==> src/rtl/dec_scan_pkg.sv <==
// dec_scan_pkg
//   Shared definitions for the dec_scan_n decoder/scanner.
//   - state_t     : FSM encoding (IDLE / SCAN / DONE)
//   - MODE_*      : meaning of the 'mode' input
//   - cnt_width() : width of the dwell counter for a given DWELL
package dec_scan_pkg;

    typedef enum logic [1:0] {
        ST_IDLE = 2'd0,
        ST_SCAN = 2'd1,
        ST_DONE = 2'd2
    } state_t;

    localparam logic MODE_DIRECT = 1'b0;
    localparam logic MODE_SCAN   = 1'b1;

    // A DWELL of 1 still needs a one-bit counter so the register exists.
    function automatic int cnt_width(input int dwell);
        int w;
        w = $clog2(dwell);
        return (w < 1) ? 1 : w;
    endfunction

endpackage

==> src/rtl/dec_n_onehot.sv <==
// dec_n_onehot
//   Combinational N-to-2^N one-hot decoder with enable.
//   Ports:
//     en  in  1      0 forces y to all zeros
//     sel in  N      index of the bit to set
//     y   out 2^N    one-hot (or zero) result
module dec_n_onehot #(
    parameter int N = 3
) (
    input  logic                en,
    input  logic [N-1:0]        sel,
    output logic [(1<<N)-1:0]   y
);

    always_comb begin
        y = '0;
        if (en) begin
            y[sel] = 1'b1;
        end
    end

endmodule

==> src/rtl/dec_scan_n.sv <==
// dec_scan_n
//   Registered N-to-2^N one-hot decoder with enable and an autonomous scan
//   mode that walks the outputs one-hot, holding each for DWELL enabled
//   clocks. Intended for display digit / row multiplexing.
//
//   Parameters: N (select width, 1..6), DWELL (clocks per output, >= 1).
//   Ports:
//     clk   in   1     rising-edge clock
//     rst_n in   1     synchronous active-low reset
//     en    in   1     global enable; 0 forces s to zero
//     mode  in   1     0 = direct decode, 1 = scan (sampled only in IDLE)
//     a     in   N     direct-mode select
//     start in   1     one-cycle scan request
//     stop  in   1     abort scan
//     cont  in   1     1 = wrap continuously, 0 = single sweep then done
//     s     out  2^N   registered one-hot output
//     idx   out  N     index currently driven in scan mode
//     busy  out  1     high while in SCAN
//     done  out  1     one-cycle pulse at end of a single sweep
//     last  out  1     (only with DEC_SCAN_N_LAST_EN) final cycle of a sweep
//
//   Optional feature macro: DEC_SCAN_N_LAST_EN adds the 'last' output.
//
//   Control semantics: start and stop are level-sampled pulses, not a
//   valid/ready pair. start is honoured only in IDLE with mode=1, en=1 and
//   stop=0; it is never queued. stop wins over start and over the final
//   dwell of a sweep. busy/done are decoded from the registered state.
module dec_scan_n
    import dec_scan_pkg::*;
#(
    parameter int N     = 3,
    parameter int DWELL = 4
) (
    input  logic                clk,
    input  logic                rst_n,
    input  logic                en,
    input  logic                mode,
    input  logic [N-1:0]        a,
    input  logic                start,
    input  logic                stop,
    input  logic                cont,
    output logic [(1<<N)-1:0]   s,
    output logic [N-1:0]        idx,
    output logic                busy,
    output logic                done
`ifdef DEC_SCAN_N_LAST_EN
    ,
    output logic                last
`endif
);

    localparam int              W        = 1 << N;
    localparam int              CW       = cnt_width(DWELL);
    localparam logic [CW-1:0]   CNT_LAST = CW'(DWELL - 1);
    localparam logic [N-1:0]    IDX_LAST = {N{1'b1}};

    state_t         state;
    state_t         state_nxt;
    logic [CW-1:0]  cnt;
    logic [CW-1:0]  cnt_nxt;
    logic [N-1:0]   idx_nxt;
    logic [N-1:0]   dec_sel;
    logic           dec_en;
    logic [W-1:0]   dec_y;

    // One decoder serves both modes; the next-state logic picks its select
    // and enable so that s is simply the registered decoder output.
    dec_n_onehot #(.N(N)) u_dec (
        .en  (dec_en),
        .sel (dec_sel),
        .y   (dec_y)
    );

    always_comb begin
        state_nxt = state;
        cnt_nxt   = cnt;
        idx_nxt   = idx;
        dec_sel   = a;
        dec_en    = 1'b0;

        case (state)
            ST_IDLE: begin
                idx_nxt = '0;
                cnt_nxt = '0;
                if (mode == MODE_DIRECT) begin
                    dec_en = en;
                end else if (start && en && !stop) begin
                    state_nxt = ST_SCAN;
                    dec_en    = 1'b1;
                end
            end

            ST_SCAN: begin
                if (stop) begin
                    state_nxt = ST_IDLE;
                    idx_nxt   = '0;
                    cnt_nxt   = '0;
                end else if (en) begin
                    if (cnt == CNT_LAST) begin
                        cnt_nxt = '0;
                        // Incrementing past IDX_LAST wraps to 0, which is
                        // the right index for both the cont wrap and DONE.
                        idx_nxt = idx + N'(1);
                        if (idx == IDX_LAST && !cont) begin
                            state_nxt = ST_DONE;
                        end else begin
                            dec_en = 1'b1;
                        end
                    end else begin
                        cnt_nxt = cnt + CW'(1);
                        dec_en  = 1'b1;
                    end
                end
                // en=0: counter and idx frozen, s forced to zero.
            end

            ST_DONE: begin
                state_nxt = ST_IDLE;
                idx_nxt   = '0;
                cnt_nxt   = '0;
            end

            default: begin
                state_nxt = ST_IDLE;
                idx_nxt   = '0;
                cnt_nxt   = '0;
            end
        endcase

        if (state_nxt == ST_SCAN) begin
            dec_sel = idx_nxt;
        end
    end

    always_ff @(posedge clk) begin
        if (!rst_n) begin
            state <= ST_IDLE;
            s     <= '0;
            idx   <= '0;
            cnt   <= '0;
        end else begin
            state <= state_nxt;
            s     <= dec_y;
            idx   <= idx_nxt;
            cnt   <= cnt_nxt;
        end
    end

    assign busy = (state == ST_SCAN);
    assign done = (state == ST_DONE);

`ifdef DEC_SCAN_N_LAST_EN
    assign last = busy && en && (idx == IDX_LAST) && (cnt == CNT_LAST);
`endif

endmodule

==> config.mk <==
export PLATFORM = sky130hd
export DESIGN_NAME = dec_scan_n
export DESIGN_NICKNAME = d
export VERILOG_FILES = /design/src/rtl/dec_scan_pkg.sv /design/src/rtl/dec_n_onehot.sv /design/src/rtl/dec_scan_n.sv
export SDC_FILE = /design/constraint.sdc
export NUM_CORES = 1
export LEC_CHECK = 0
export ABC_AREA = 1
export CORE_ASPECT_RATIO = 0.8
export CORE_MARGIN = 5
export CORE_UTILIZATION = 41
export DETAILED_ROUTE_END_ITERATION = 12
export HOLD_SLACK_MARGIN = 0.12
export PLACE_DENSITY = 0.8
export SYNTH_ARGS = -nofsm -noshare
export SYNTH_HDL_FRONTEND = slang
export SYNTH_SLANG_ARGS = --single-unit
==> constraint.sdc <==
create_clock -name clk -period 1.6 [get_ports clk]
set_clock_uncertainty 0.2 [all_clocks]
set_input_delay 0.32 -clock clk [delete_from_list [all_inputs] [get_ports clk]]
set_output_delay 0.32 -clock clk [all_outputs]
set_load 0.1 [all_outputs]
# ---- Word level (Yosys, flattened, before mapping)
# Cells that the tools add are included.
dict set report word_totals {
  in_bits 10
  wordCells 46
  regBits 15
  output_inout_bits 13
}
dict set report op_classes {
  n_reduce_logical 9
  n_lt_le_gt_ge 2
  n_bitwise 2
  mux 22
  add_sub_neg 2
  n_eq_ne 5
}
# cell n
set op_table {}
lappend op_table {{$mux 3} 5}
lappend op_table {{$mux 2} 7}
lappend op_table {{$mux 1} 7}
lappend op_table {{$eq 2x1->1 const B} 2}
lappend op_table {{$eq 2x2->1 const B} 2}
lappend op_table {{$logic_and 1x1->1} 4}
lappend op_table {{$lt 3x4->1 const B} 1}
lappend op_table {{$pmux 2 s2} 1}
lappend op_table {{$add 3x1->3 const B} 1}
lappend op_table {{$demux 1 s3} 1}
lappend op_table {{$eq 3x3->1 const B} 1}
lappend op_table {{$ge 3x1->1 const B} 1}
lappend op_table {{$reduce_or 3->1} 1}
lappend op_table {{$add 2x1->2 const B} 1}
lappend op_table {{$logic_not 1->1} 2}
lappend op_table {{$logic_not 2->1} 1}
lappend op_table {{$not 1->1} 2}
lappend op_table {{$pmux 1 s2} 1}
lappend op_table {{$reduce_and 2->1} 1}

# ---- Logic depth before layout (Yosys ltp)
# Gate-level depths: netlist (run 1).
dict set report depth {
  depth_word 13
  mapped_depth 9
  mapped_depth_nobuf 9
}

# ---- By module
# Synthesis (run 1) repeated with hierarchy kept, for this count alone.
dict set report unflattened {
  cells_unflattened 120
  area_unflattened_um2 785.8
}
# module n_inst seq_area_each_um2 area_each_um2 cells_each
set modules_own_cells {}
lappend modules_own_cells {dec_scan_n 1 300.3 721.9 103}
lappend modules_own_cells {dec_n_onehot 1 0.0 63.8 17}

# ---- Worst setup path before layout (run 1)
# OpenSTA, ideal clock, no wires.
dict set report synth_timing {
  path_type {register to register}
  from {register idx[0]}
  to {register s[0]}
  required_time_ns 1.287
  synth_period_minus_slack_ns 2.274
  setup_time_ns 0.113
  path_buffers 0
  t_arrival_ns 1.962
  path_stages_with_launch 10
  setup_slack_ns -0.674
  cell_sequence {dfxtp_1 ha_1 ha_1 nand4_2 nand2_4 nand2_4 nand2_1 nand2_1 nand2_2 nor2_1}
}
dict set report synth_via {
  elab_chain_cells 13
  elab_cells_between_ends 25
  cone_classes {add/sub (1); order compare (2); eq/ne (2); mux (17); reduce/logical (3)}
}
# element line_no
set synth_lines {}
lappend synth_lines {{from (decl)} dec_scan_n.sv:43} ;# output logic [N-1:0] idx,
lappend synth_lines {{from (signal assigned)} dec_scan_n.sv:144} ;# idx <= idx_nxt;
lappend synth_lines {{$eq 3x3->1} dec_scan_n.sv:104} ;# if (idx == IDX_LAST && !cont) begin
lappend synth_lines {{$logic_and 1x1->1} dec_scan_n.sv:104}
lappend synth_lines {{$mux 2} dec_scan_n.sv:104}
lappend synth_lines {{$mux 2} dec_scan_n.sv:99} ;# if (cnt == CNT_LAST) begin
lappend synth_lines {{$mux 2} dec_scan_n.sv:98} ;# end else if (en) begin
lappend synth_lines {{$mux 2} dec_scan_n.sv:94} ;# if (stop) begin
lappend synth_lines {{$pmux 2 s2} dec_scan_n.sv:81} ;# case (state)
lappend synth_lines {{$eq 2x1->1} dec_scan_n.sv:130} ;# if (state_nxt == ST_SCAN) begin
lappend synth_lines {{$mux 3} dec_scan_n.sv:130}
lappend synth_lines {{$lt 3x4->1 (not written as such) or $ge 3x1->1 (tied branches)} dec_n_onehot.sv:18} ;# y[sel] = 1'b1;
lappend synth_lines {{$logic_and 1x1->1 (not written as such)} dec_n_onehot.sv:18}
lappend synth_lines {{$mux 1 (not written as such)} dec_n_onehot.sv:18}
lappend synth_lines {{$demux 1 s3} -}
lappend synth_lines {{to (signal assigned)} dec_scan_n.sv:143} ;# s <= dec_y;
lappend synth_lines {{to (decl)} dec_scan_n.sv:42} ;# output logic [(1<<N)-1:0] s,
# Parallel ways exist; a longest one is shown, timed or not.
# A chain may end at the register's enable or synchronous reset.

# ---- Worst setup path in the final report (run 1)
dict set report layout_timing {
  from {register idx[1]}
  to {register s[6]}
}
# Same word-level chain as after synthesis.

==> results of run 1 <==
==> cell usage in the layout, fill, tap and decap left out, drive strengths merged, types with 2 or more instances in the layout <==
master | synthesis | layout
a21oi | 2 | 2
buf | 1 | 23
clkbuf | 0 | 3
clkdlybuf4s50 | 0 | 7
dfxtp | 15 | 15
ha | 3 | 3
inv | 15 | 15
nand2 | 32 | 32
nand3 | 11 | 11
nand3b | 2 | 2
nor2 | 27 | 27
==> critical path: stages, from the launching register on <==
cell	delay (ns)
dfxtp_4	0.37
ha_4	0.16
ha_4	0.17
nand4_4	0.07
nand2_4	0.09
nand2_4	0.12
nand2_2	0.08
nand2_2	0.10
nand2_2	0.07
nor2_1	0.12
==> flip-flops by register name (all words and copies together), names as in the netlist <==
signal / flops
state: 2
cnt: 2
idx: 3
s: 8
==> per-layer routing <==
metal,wire length [um],vias up
met3,113,8
met5,0,-
li1,-,418
met1,983,397
met4,50,0
met2,1180,27
==> worst paths after layout <==
check | to | slack (ns) | cells after the start
worst min-delay path | state[0]$_SDFF_PN0_ | 0.36 | 4
worst min register to register | cnt[1]$_SDFFE_PP0P_ | 0.38 | 2
worst max-delay path | s[6]$_SDFF_PN0_ | -0.02 | 9
worst max register to register | s[6]$_SDFF_PN0_ | -0.02 | 9
==> final cells by class <==
cell class,instances,area [um2]
Fill cell,109,419
Sequential cell,15,322
Inverter,15,58.8
Clock buffer,3,22.5
Timing Repair Buffer,32,439
Tap cell,24,30.0
Multi-Input combinational cell,81,578
Clock inverter,1,5.00
==> power by group <==
group	internal [mW]	leakage, nW	switching, mW	total (mW)
Sequential	0.369	0.126	0.00378	0.372
Combinational	0.0644	0.487	0.0889	0.153
Clock	0.0931	0.0177	0.131	0.224
==> cell families after synthesis <==
family | share of synthesized area
and+or+nand+nor | 0.445
buffers and inverters | 0.0842
DFF | 0.374
AOI/OAI and AO/OA | 0.0234
adders and majority gates | 0.0468
muxes | 0.0265
==> per-stage QoR <==
stage / hold slack, ns / total power [mW] / utilization / area [um2] / setup TNS [ns]
finish: 0.357 / 0.750 / 0.776 / 1460 / -0.0219
global route: 0.404 / 0.775 / 0.776 / 1460 / -0.508
CTS: 0.367 / 0.734 / 0.712 / 1340 / 0
detailed placement: 0.300 / 0.518 / 0.688 / 1290 / -3.29
global placement: 0.281 / 0.514 / 0.688 / 1290 / -3.00
floorplan: 0.265 / 0.461 / - / 863 / -0.940
==> repair_timing <==
item / in CTS / in global routing
endpoints found under the setup margin: 10 / 9
resized for setup: 6 / 29
pin swaps: 3 / 15
buffers inserted: 0 / 4
==> results.md, run 1 <==
* Status: finished, violations left
* Failing checks: negative setup slack
* Maxcap violations at 0
* Row count at 14
* Most frequent cell after synthesis: nand2_1
* Dpl cells at 163
* Area of the core at 0.00187 mm2
* Non-Filler Instances at 171
* CTS tree: done
* Worst path required time at 1.62 ns
* Die Width at 59.5 um
* # diodes at 0
* Mapped cell area at 802 um2
* Synth unique cells at 20
* Post-route minimum period at 1.62 ns
* Synth top cells by count: nand2_1, nor2_1, dfxtp_1
* Worst Hold Class: in2reg
* RSZ-0062 raised after global routing: true
* Global Route Usage Sum at 0.152
* Arrival time of the worst setup path at 1.64 ns
* Root Driver: clkbuf_4
* Vias in the first global route at 793
* Layout area overhead at 81.4%
* Hold Buf Count CTS at 0
* Crit. Startpoint: idx[1]$_SDFF_PN0_
* Io pins at 23
* Final hold violation count at 0
* Crit Path Max Fanout at 8
* Final setup fails at 2
* Clock Sinks at 15
* Layout cells sized above 1 at 0.510
* Post-synth ARST share at 0
* Net count, final at 161
* Lkg Pwr at 0.631 nW
* DRC viols at 0
* Share of the synthesized area in the top cell type at 0.374
* Gpl congestion at 0.790
* Ys flop type: dfxtp_1
* PortBufs at 22
* Global routing usage on met3 at 0.0313
* Hold path startpoint: stop
* Mean Syn Cell Area at 7.16 um2
* Final WL at 2.32 mm
* Setup ws final at -0.0187 ns
* Initial antenna violation count at 0
* Synthesis-stage register bit count at 15
* First-pass GRT wire length at 3.41 mm
* Post-synthesis net count at 125
* Grt met1 use at 0.206
* CTS Buffer Depth at 2
* Drt wl/cell at 13.6 um
* TritonRoute pass-1 iters at 4
* Pin count of the biggest net entering global routing at 10
* H-tree depth at 1
* Critical Path Sink Type: flop
* Measured slew at the worst slew-check pin at 0.388 ns
* CP Class: reg2reg
* Max Freq at 618 MHz
* Drt initial violations at 25
* Slew headroom at 0.739
* PD cells at 516 mW/mm2
* Total gr overflow at 0
* Register area share after synthesis at 0.374
* Initial Util at 0.428
* Final antenna-violating net count at 0
* Die area at 0.00295 mm2
* Number of buffers created by CTS at 3
* Final Cycle Share at 1.01
* GRT busiest layer: met2
* Worst IR Drop VDD at 0.000511 V
* Area contributors post-synth: dfxtp_1, nand2_1, nor2_1, nand3_1, inv_1
* Mapped Cells at 112
* Via-to-Cell Ratio at 4.97
* Number of synthesized flops with an enable pin at 0
* DR vias at 850
* DPL Wire Length at 1.63 mm
* Met2 GRT Util at 0.233
* Syn. warnings at 0
* RR Startpoint: idx[1]$_SDFF_PN0_
* Max Slew Vio Count at 0
* Worst slack at placement at -0.337 ns
* Worst skew pair latency at 0.29 ns
* Critical Path Start Type: flop
* Clock slew at reported path FFs at 0.10 ns
* Die Height at 49.6 um
* Yosys top cell by area: dfxtp_1
Power figures use the tool's default switching activity.
==> inputs of run 2 (changes only) <==
- RECOVER_POWER: unset -> 100
- SETUP_SLACK_MARGIN: unset -> 0.1
==> run 2 against run 1 <==
- the flow still finishes with violations (negative setup slack)
- via count increased by 6.9%
- register-to-register slack gained 0.02 ns
- critical path depth decreased by 1
- sequential power hardly changed
- flip-flop and latch count is the same
- highest routed layer unchanged
==> results.md, run 2 (synthesis results as in run 1) <==
* Status: finished, violations left (unchanged)
* Failing checks: negative setup slack (unchanged)
* DRC viols at 0 (unchanged)
* R2R cell count at 7 (was 9)
* Root Driver: clkbuf_4 (unchanged)
* Lkg Pwr at 0.631 nW (about the same)
* Final WL at 3.03 mm (was 2.32 mm)
* Initial Util at 0.428 (unchanged)
* Most Frequent Cell on Critical Path: nand2_2 (unchanged)
* Crit-path slowest cell: clkdlybuf4s50_1 (was dfxtp_4)
* Crit Path Max Fanout at 6 (was 8)
* Hold Slack at 0.354 ns (was 0.357 ns)
* Clock Sinks at 15 (unchanged)
* Max reg flops at 8 (unchanged)
* Setup ws final at -0.0299 ns (was -0.0187 ns)
* Final antenna-violating net count at 0 (unchanged)
* RSZ-0062 raised after global routing: true (unchanged)
* Total gr overflow at 0 (unchanged)
* DR vias at 909 (was 850)
* Number of buffers created by CTS at 3 (unchanged)
* Layout cells sized above 1 at 0.577 (was 0.510)
* Worst path required time at 1.59 ns (was 1.62 ns)
* Fin util at 0.762 (was 0.776)
* Layout area overhead at 78.2% (was 81.4%)
* Gpl congestion at 0.814 (was 0.790)
* Maxcap violations at 0 (unchanged)
* CP max stage delay at 0.50 ns (was 0.37 ns)
* Via-to-Cell Ratio at 5.25 (was 4.97)
* Drt initial violations at 28 (was 25)
* Commonest non-fill, non-tap cell in the layout: nand2_2 (was nor2_1)
* Io pins at 23 (unchanged)
* Clock slew at reported path FFs at 0.10 ns (about the same)
* Critical Path Start Type: input pin (was flop)
* Hold Buf Count CTS at 0 (unchanged)
* Fill cells at 111 (was 109)
* H-tree depth at 1 (unchanged)
* Max Freq at 614 MHz (was 618 MHz)
* Area of the core at 0.00187 mm2 (unchanged)
* Die area at 0.00295 mm2 (unchanged)
* Worst IR Drop VDD at 0.000433 V (was 0.000511 V)
* Cells on Worst Hold Path at 2 (was 4)
* # diodes at 0 (unchanged)
* Post-route cell area at 0.00143 mm2 (was 0.00146 mm2)
* CTS Buffer Depth at 2 (unchanged)
* Die Width at 59.5 um (unchanged)
* Final hold violation count at 0 (unchanged)
* PortBufs at 22 (unchanged)
* Max Slew Vio Count at 0 (unchanged)
* Final Cycle Share at 1.02 (was 1.01)
* Global Route Usage Sum at 0.168 (was 0.152)
* Setup TNS at -0.126 ns (was -0.0219 ns)
* Worst skew pair latency at 0.28 ns (was 0.29 ns)
* Slew headroom at 0.742 (was 0.739)
* Row count at 14 (unchanged)
* Register area at 324 um2 (was 322 um2)
* DPL Wire Length at 1.73 mm (was 1.63 mm)
* Area taken by multi-input logic gates at 636 um2 (was 578 um2)
* Die Height at 49.6 um (unchanged)
* PD cells at 530 mW/mm2 (was 516 mW/mm2)
* CP Class: in2reg (was reg2reg)
* Drt wl/cell at 17.5 um (was 13.6 um)
* Vias in the first global route at 822 (was 793)
* TritonRoute pass-1 iters at 4 (unchanged)
* Worst slack at placement at -0.339 ns (was -0.337 ns)
* Pin count of the biggest net entering global routing at 10 (unchanged)
* Commonest non-fill, non-tap cells in the layout: nand2_2, nor2_1, inv_1 (was nor2_1, nand2_2, buf_12)
* CTS tree: done (unchanged)
* Top flop regs: s: 8 flops, idx: 3 flops (unchanged)
* Net count, final at 163 (was 161)
* Measured slew at the worst slew-check pin at 0.383 ns (was 0.388 ns)
* Worst Hold Class: reg2reg (was in2reg)
* DP Area at 0.00129 mm2 (about the same)
* First-pass GRT wire length at 3.73 mm (was 3.41 mm)
* Arrival time of the worst setup path at 1.62 ns (was 1.64 ns)
* CP cell instances: clkdlybuf4s50_1 > nand2_2 > nand3b_4 > buf_12 > nand3_1 > nand2_2 > nand2_2 > nor2_2 (was ha_4 > ha_4 > nand4_4 > nand2_4 > nand2_4 > nand2_2 > nand2_2 > nand2_2 > nor2_1)
* Initial antenna violation count at 0 (unchanged)
* Critical Path Sink Type: flop (unchanged)
* Final setup fails at 7 (was 2)
* Post-route minimum period at 1.63 ns (was 1.62 ns)
* Register with the most flip-flops: s (unchanged)
run 2: cell types whose count changed in the layout (fill, tap and decap cells not counted), moves of 2 or more:
| cell | delta |
|---|---|
| nand2_1 | -4 |
| buf_4 | +2 |
| nand3_1 | -2 |
| nand2_2 | +2 |
| clkbuf_4 | +8 |
| nand3_2 | +2 |
| buf_12 | -8 |
| nor2_1 | -2 |
| nand2_8 | +2 |
run 2: repair_timing:
action	4_1_cts	5_1_grt
pin swaps	24	25
resized for setup	18	31
buffers inserted	6	1
endpoints found under the setup margin	13	13
run 2: through the flow:
step,instances,total power [mW]
finish,173,0.757
global placement,162,0.511
CTS,172,0.732
global route,173,0.790
floorplan,112,0.460
detailed placement,162,0.516
run 2: cell type report:
class                      count  area share
timing repair buffer          34       0.245
clock inverter                 1     0.00350
tap                           24      0.0210
multi-input combinational     81       0.445
inverter                      15      0.0429
clock buffer                   3      0.0158
sequential                    15       0.227
run 2: routing by layer:
layer	share of wire	routed length, um	vias up	GRT usage
met5	0	0	-	0
met1	0.40	1210	423	0.197
met3	0.062	189	10	0.0366
met4	0.023	69	0	0.0830
met2	0.51	1560	56	0.280
li1	-	-	420	-
run 2: final timing paths:
check                                         start             endpoint  slack [ns]
worst max register to register  state[1]$_SDFF_PN0_      s[5]$_SDFF_PN0_           0
worst max-delay path                           mode      s[5]$_SDFF_PN0_       -0.03
worst min register to register  cnt[1]$_SDFFE_PP0P_  cnt[1]$_SDFFE_PP0P_        0.35
worst min-delay path            cnt[1]$_SDFFE_PP0P_  cnt[1]$_SDFFE_PP0P_        0.35
run 2: power by group:
group	leakage [nW]	internal, mW	switching [mW]
combinational	0.487	0.0615	0.102
clock	0.0177	0.0926	0.131
sequential	0.126	0.367	0.00241
run 2: worst max-delay path, delay by kind of cell:
family / cells / cell delay [ns]
buffers and inverters: 2 / 0.67
and+or+nand+nor: 6 / 0.61
==> inputs of run 3 (changes only) <==
- ABC_AREA: 1 -> unset
- CORE_ASPECT_RATIO: 0.8 -> unset
- CORE_UTILIZATION: 41 -> 52
- DONT_BUFFER_PORTS: unset -> 1
- PLACE_DENSITY: 0.8 -> 0.77
==> run 3 against run 2 <==
- the run ends with negative hold slack, negative setup slack left
- power shrank 6.2%
- first-iteration DRC count shrank 54%
- clock-buffer cell count grew 1
- flip-flop and latch count is the same
- cell count shrank 36%
- sequential power is essentially flat
- area after synthesis shrank 15%
- core utilization grew 15 points
- clock power is essentially flat
- combinational power shrank 31%
- critical endpoint is now s[6]$_SDFF_PN0_
==> results.md, run 3 <==
* Initial antenna violation count at 0 (unchanged)
* Max reg flops at 8 (unchanged)
* Synth unique cells at 26 (was 20)
* Die Width at 46.1 um (was 59.5 um)
* Family with the most delay on the worst path: simple AND/OR/NAND/NOR gates (was buffers and inverters)
* Row count at 13 (was 14)
* Setup ws final at -0.385 ns (was -0.0299 ns)
* Failing checks: negative hold slack, negative setup slack (was negative setup slack)
* Root Driver: clkbuf_4 (unchanged)
* Final WL at 2.14 mm (was 3.03 mm)
* Maxcap violations at 0 (unchanged)
* Worst skew pair latency at 0.29 ns (was 0.28 ns)
* Clock Sinks at 15 (unchanged)
* Drt wl/cell at 19.3 um (was 17.5 um)
* Synthesis-stage register bit count at 15 (unchanged)
* PD cells at 611 mW/mm2 (was 530 mW/mm2)
* Area contributors post-synth: dfxtp_1, mux2i_2, and4bb_2, ha_1, mux2i_1 (was dfxtp_1, nand2_1, nor2_1, nand3_1, inv_1)
* Register area at 318 um2 (was 324 um2)
* Worst reg2reg endpoint: s[6]$_SDFF_PN0_ (was s[5]$_SDFF_PN0_)
* Drt initial violations at 13 (was 28)
* Final setup fails at 10 (was 7)
* Arrival time of the worst setup path at 1.97 ns (was 1.62 ns)
* Fin util at 0.916 (was 0.762)
* DRC viols at 0 (unchanged)
* Synth top cells by count: dfxtp_1, nor2_1, o21ai_0 (was nand2_1, nor2_1, dfxtp_1)
* Post-synth ARST share at 0 (unchanged)
* DPL Wire Length at 1.11 mm (was 1.73 mm)
* Io pins at 23 (unchanged)
* Pin count of the biggest net entering global routing at 9 (was 10)
* CTS Buffer Depth at 2 (unchanged)
* Hold EP: cnt[1]$_SDFFE_PP0P_ (unchanged)
* Worst IR Drop VDD at 0.000577 V (was 0.000433 V)
* Fill cells at 51 (was 111)
* Via-to-Cell Ratio at 5.89 (was 5.25)
* Post-synthesis net count at 75 (was 125)
* CP max stage delay at 0.37 ns (was 0.50 ns)
* Most frequent cell after synthesis: dfxtp_1 (was nand2_1)
* Mean Syn Cell Area at 10.9 um2 (was 7.16 um2)
* Critical Path Start Type: flop (was input pin)
* First-pass GRT wire length at 2.60 mm (was 3.73 mm)
* RSZ-0062 raised after global routing: true (unchanged)
* Gpl congestion at 0.711 (was 0.814)
* Most Frequent Cell on Critical Path: ha_4 (was nand2_2)
* Worst Hold Class: in2reg (was reg2reg)
* Final antenna-violating net count at 0 (unchanged)
* Max Freq at 504 MHz (was 614 MHz)
* Clock slew at reported path FFs at 0.10 ns (about the same)
* Number of buffers created by CTS at 3 (unchanged)
* Post-route minimum period at 1.98 ns (was 1.63 ns)
* Final hold violation count at 1 (was 0)
* Area taken by multi-input logic gates at 509 um2 (was 636 um2)
* Lkg Pwr at 0.457 nW (was 0.631 nW)
* CP Buf/Inv Count at 0 (was 2)
* Global Route Usage Sum at 0.173 (was 0.168)
* PortBufs at 0 (was 22)
* Die area at 0.00213 mm2 (was 0.00295 mm2)
* Register with the most flip-flops: s (unchanged)
* R2R Setup Slk at -0.38 ns (was 0 ns)
* Hold path startpoint: en (was cnt[1]$_SDFFE_PP0P_)
* CTS tree: done (unchanged)
* R2R cell count at 6 (was 7)
* Cells on Worst Hold Path at 2 (unchanged)
* Syn. warnings at 0 (unchanged)
* Layout area overhead at 71.4% (was 78.2%)
* # diodes at 0 (unchanged)
* Post-route cell area at 0.00116 mm2 (was 0.00143 mm2)
* Measured slew at the worst slew-check pin at 0.344 ns (was 0.383 ns)
* Share of the synthesized area in the top cell type at 0.443 (was 0.374)
* Net count, final at 110 (was 163)
* H-tree depth at 1 (unchanged)
* Layout cells sized above 1 at 0.594 (was 0.577)
* Crit-path slowest cell: dfxtp_4 (was clkdlybuf4s50_1)
* Mapped Cells at 62 (was 112)
* Critical Path Sink Type: flop (unchanged)
* Max Slew Vio Count at 0 (unchanged)
* Worst path required time at 1.59 ns (about the same)
* TritonRoute pass-1 iters at 4 (unchanged)
* Ys flop type: dfxtp_1 (unchanged)
* Crit Path Max Fanout at 8 (was 6)
* Vias in the first global route at 569 (was 822)
* Status: finished, violations left (unchanged)
* CP Class: reg2reg (was in2reg)
* Yosys top cell by area: dfxtp_1 (unchanged)
* RR Startpoint: idx[1]$_SDFF_PN0_ (was state[1]$_SDFF_PN0_)
* Number of synthesized flops with an enable pin at 0 (unchanged)
* DR vias at 654 (was 909)
* Final Cycle Share at 1.24 (was 1.02)
* Mapped cell area at 678 um2 (was 802 um2)
* Hold Slack at -0.00992 ns (was 0.354 ns)
* Die Height at 46.1 um (was 49.6 um)
* Initial Util at 0.535 (was 0.428)
* Top flop regs: s: 8 flops, idx: 3 flops (unchanged)
* Cell count along the critical path at 6 (was 8)
* CP cell instances: ha_4 > ha_4 > nand4b_1 > nand2_4 > mux2i_4 > and4bb_2 (was clkdlybuf4s50_1 > nand2_2 > nand3b_4 > buf_12 > nand3_1 > nand2_2 > nand2_2 > nor2_2)
* Register area share after synthesis at 0.443 (was 0.374)
* Commonest non-fill, non-tap cell in the layout: buf_4 (was nand2_2)
* Hold Buf Count CTS at 3 (was 0)
* Commonest non-fill, non-tap cells in the layout: buf_4, dfxtp_1, buf_6 (was nand2_2, nor2_1, inv_1)
* Total gr overflow at 0 (unchanged)
* Worst slack at placement at -0.292 ns (was -0.339 ns)
* DP Area at 958 um2 (was 0.00129 mm2)
* Area of the core at 0.00127 mm2 (was 0.00187 mm2)
* Slew headroom at 0.768 (was 0.742)
[run 3: final cells by class]
cell class	instances	area share
Clock buffer	4	0.0226
Inverter	2	0.00861
Multi-Input combinational cell	45	0.438
Sequential cell	15	0.273
Tap cell	15	0.0161
Timing Repair Buffer	30	0.241
[run 3: power by group]
group / switching, mW / total (mW) / internal (mW)
registers: 0.00165 / 0.372 / 0.370
logic: 0.0646 / 0.113 / 0.0484
clock network: 0.129 / 0.226 / 0.0969
[run 3: worst register-to-register path: cells and delay by family (launching register included)]
| kind | cells | cell delay, ns |
|---|---|---|
| adders and majority gates | 2 | 0.27 |
| DFF | 1 | 0.37 |
| muxes | 1 | 0.35 |
| and+or+nand+nor | 3 | 0.71 |
[run 3: cells by family (layout without fill, tap and decap cells)]
kind of cell | count (synthesis) | in the layout | share of synthesized area
flops | 15 | 15 | 0.443
xor+xnor | 1 | 1 | 0.0129
fa+ha+maj | 3 | 3 | 0.0554
mux | 6 | 6 | 0.105
simple gates | 28 | 28 | 0.306
buf+inv | 2 | 36 | 0.0111
compound gates | 7 | 7 | 0.0664
[run 3: repair_timing]
action | in CTS | in global routing
pin swaps | 1 | 3
endpoints found under the setup margin | 12 | 15
resized for setup | 12 | 12
endpoints found under the hold margin | 11 | 6
buffers inserted | 2 | 5
[run 3: worst max-delay path by stage]
stage | start | to
after CTS | idx[1]$_SDFF_PN0_ | s[6]$_SDFF_PN0_
final | idx[1]$_SDFF_PN0_ | s[6]$_SDFF_PN0_
after detailed placement | idx[1]$_SDFF_PN0_ | s[2]$_SDFF_PN0_
after floorplan | idx[0]$_SDFF_PN0_ | s[6]$_SDFF_PN0_
after global placement | idx[0]$_SDFF_PN0_ | s[4]$_SDFF_PN0_
after global routing | idx[1]$_SDFF_PN0_ | s[5]$_SDFF_PN0_
[run 3: metrics by stage]
| step | power (mW) | std cells | TNS [ns] |
|---|---|---|---|
| after global placement | 0.464 | 98 | -1.31 |
| after floorplan | 0.446 | 62 | -2.86 |
| after detailed placement | 0.464 | 98 | -1.84 |
| after CTS | 0.686 | 107 | -2.37 |
| final | 0.710 | 111 | -3.06 |
| after global routing | 0.737 | 111 | -3.91 |
[run 3: routing by layer]
layer  vias to the layer above  share of wire  track usage
li1                        304              -            -
met1                       318           0.37        0.199
met2                        26           0.54        0.319
met3                         6          0.065       0.0430
met4                         0          0.025       0.0341
met5                         -              0            0
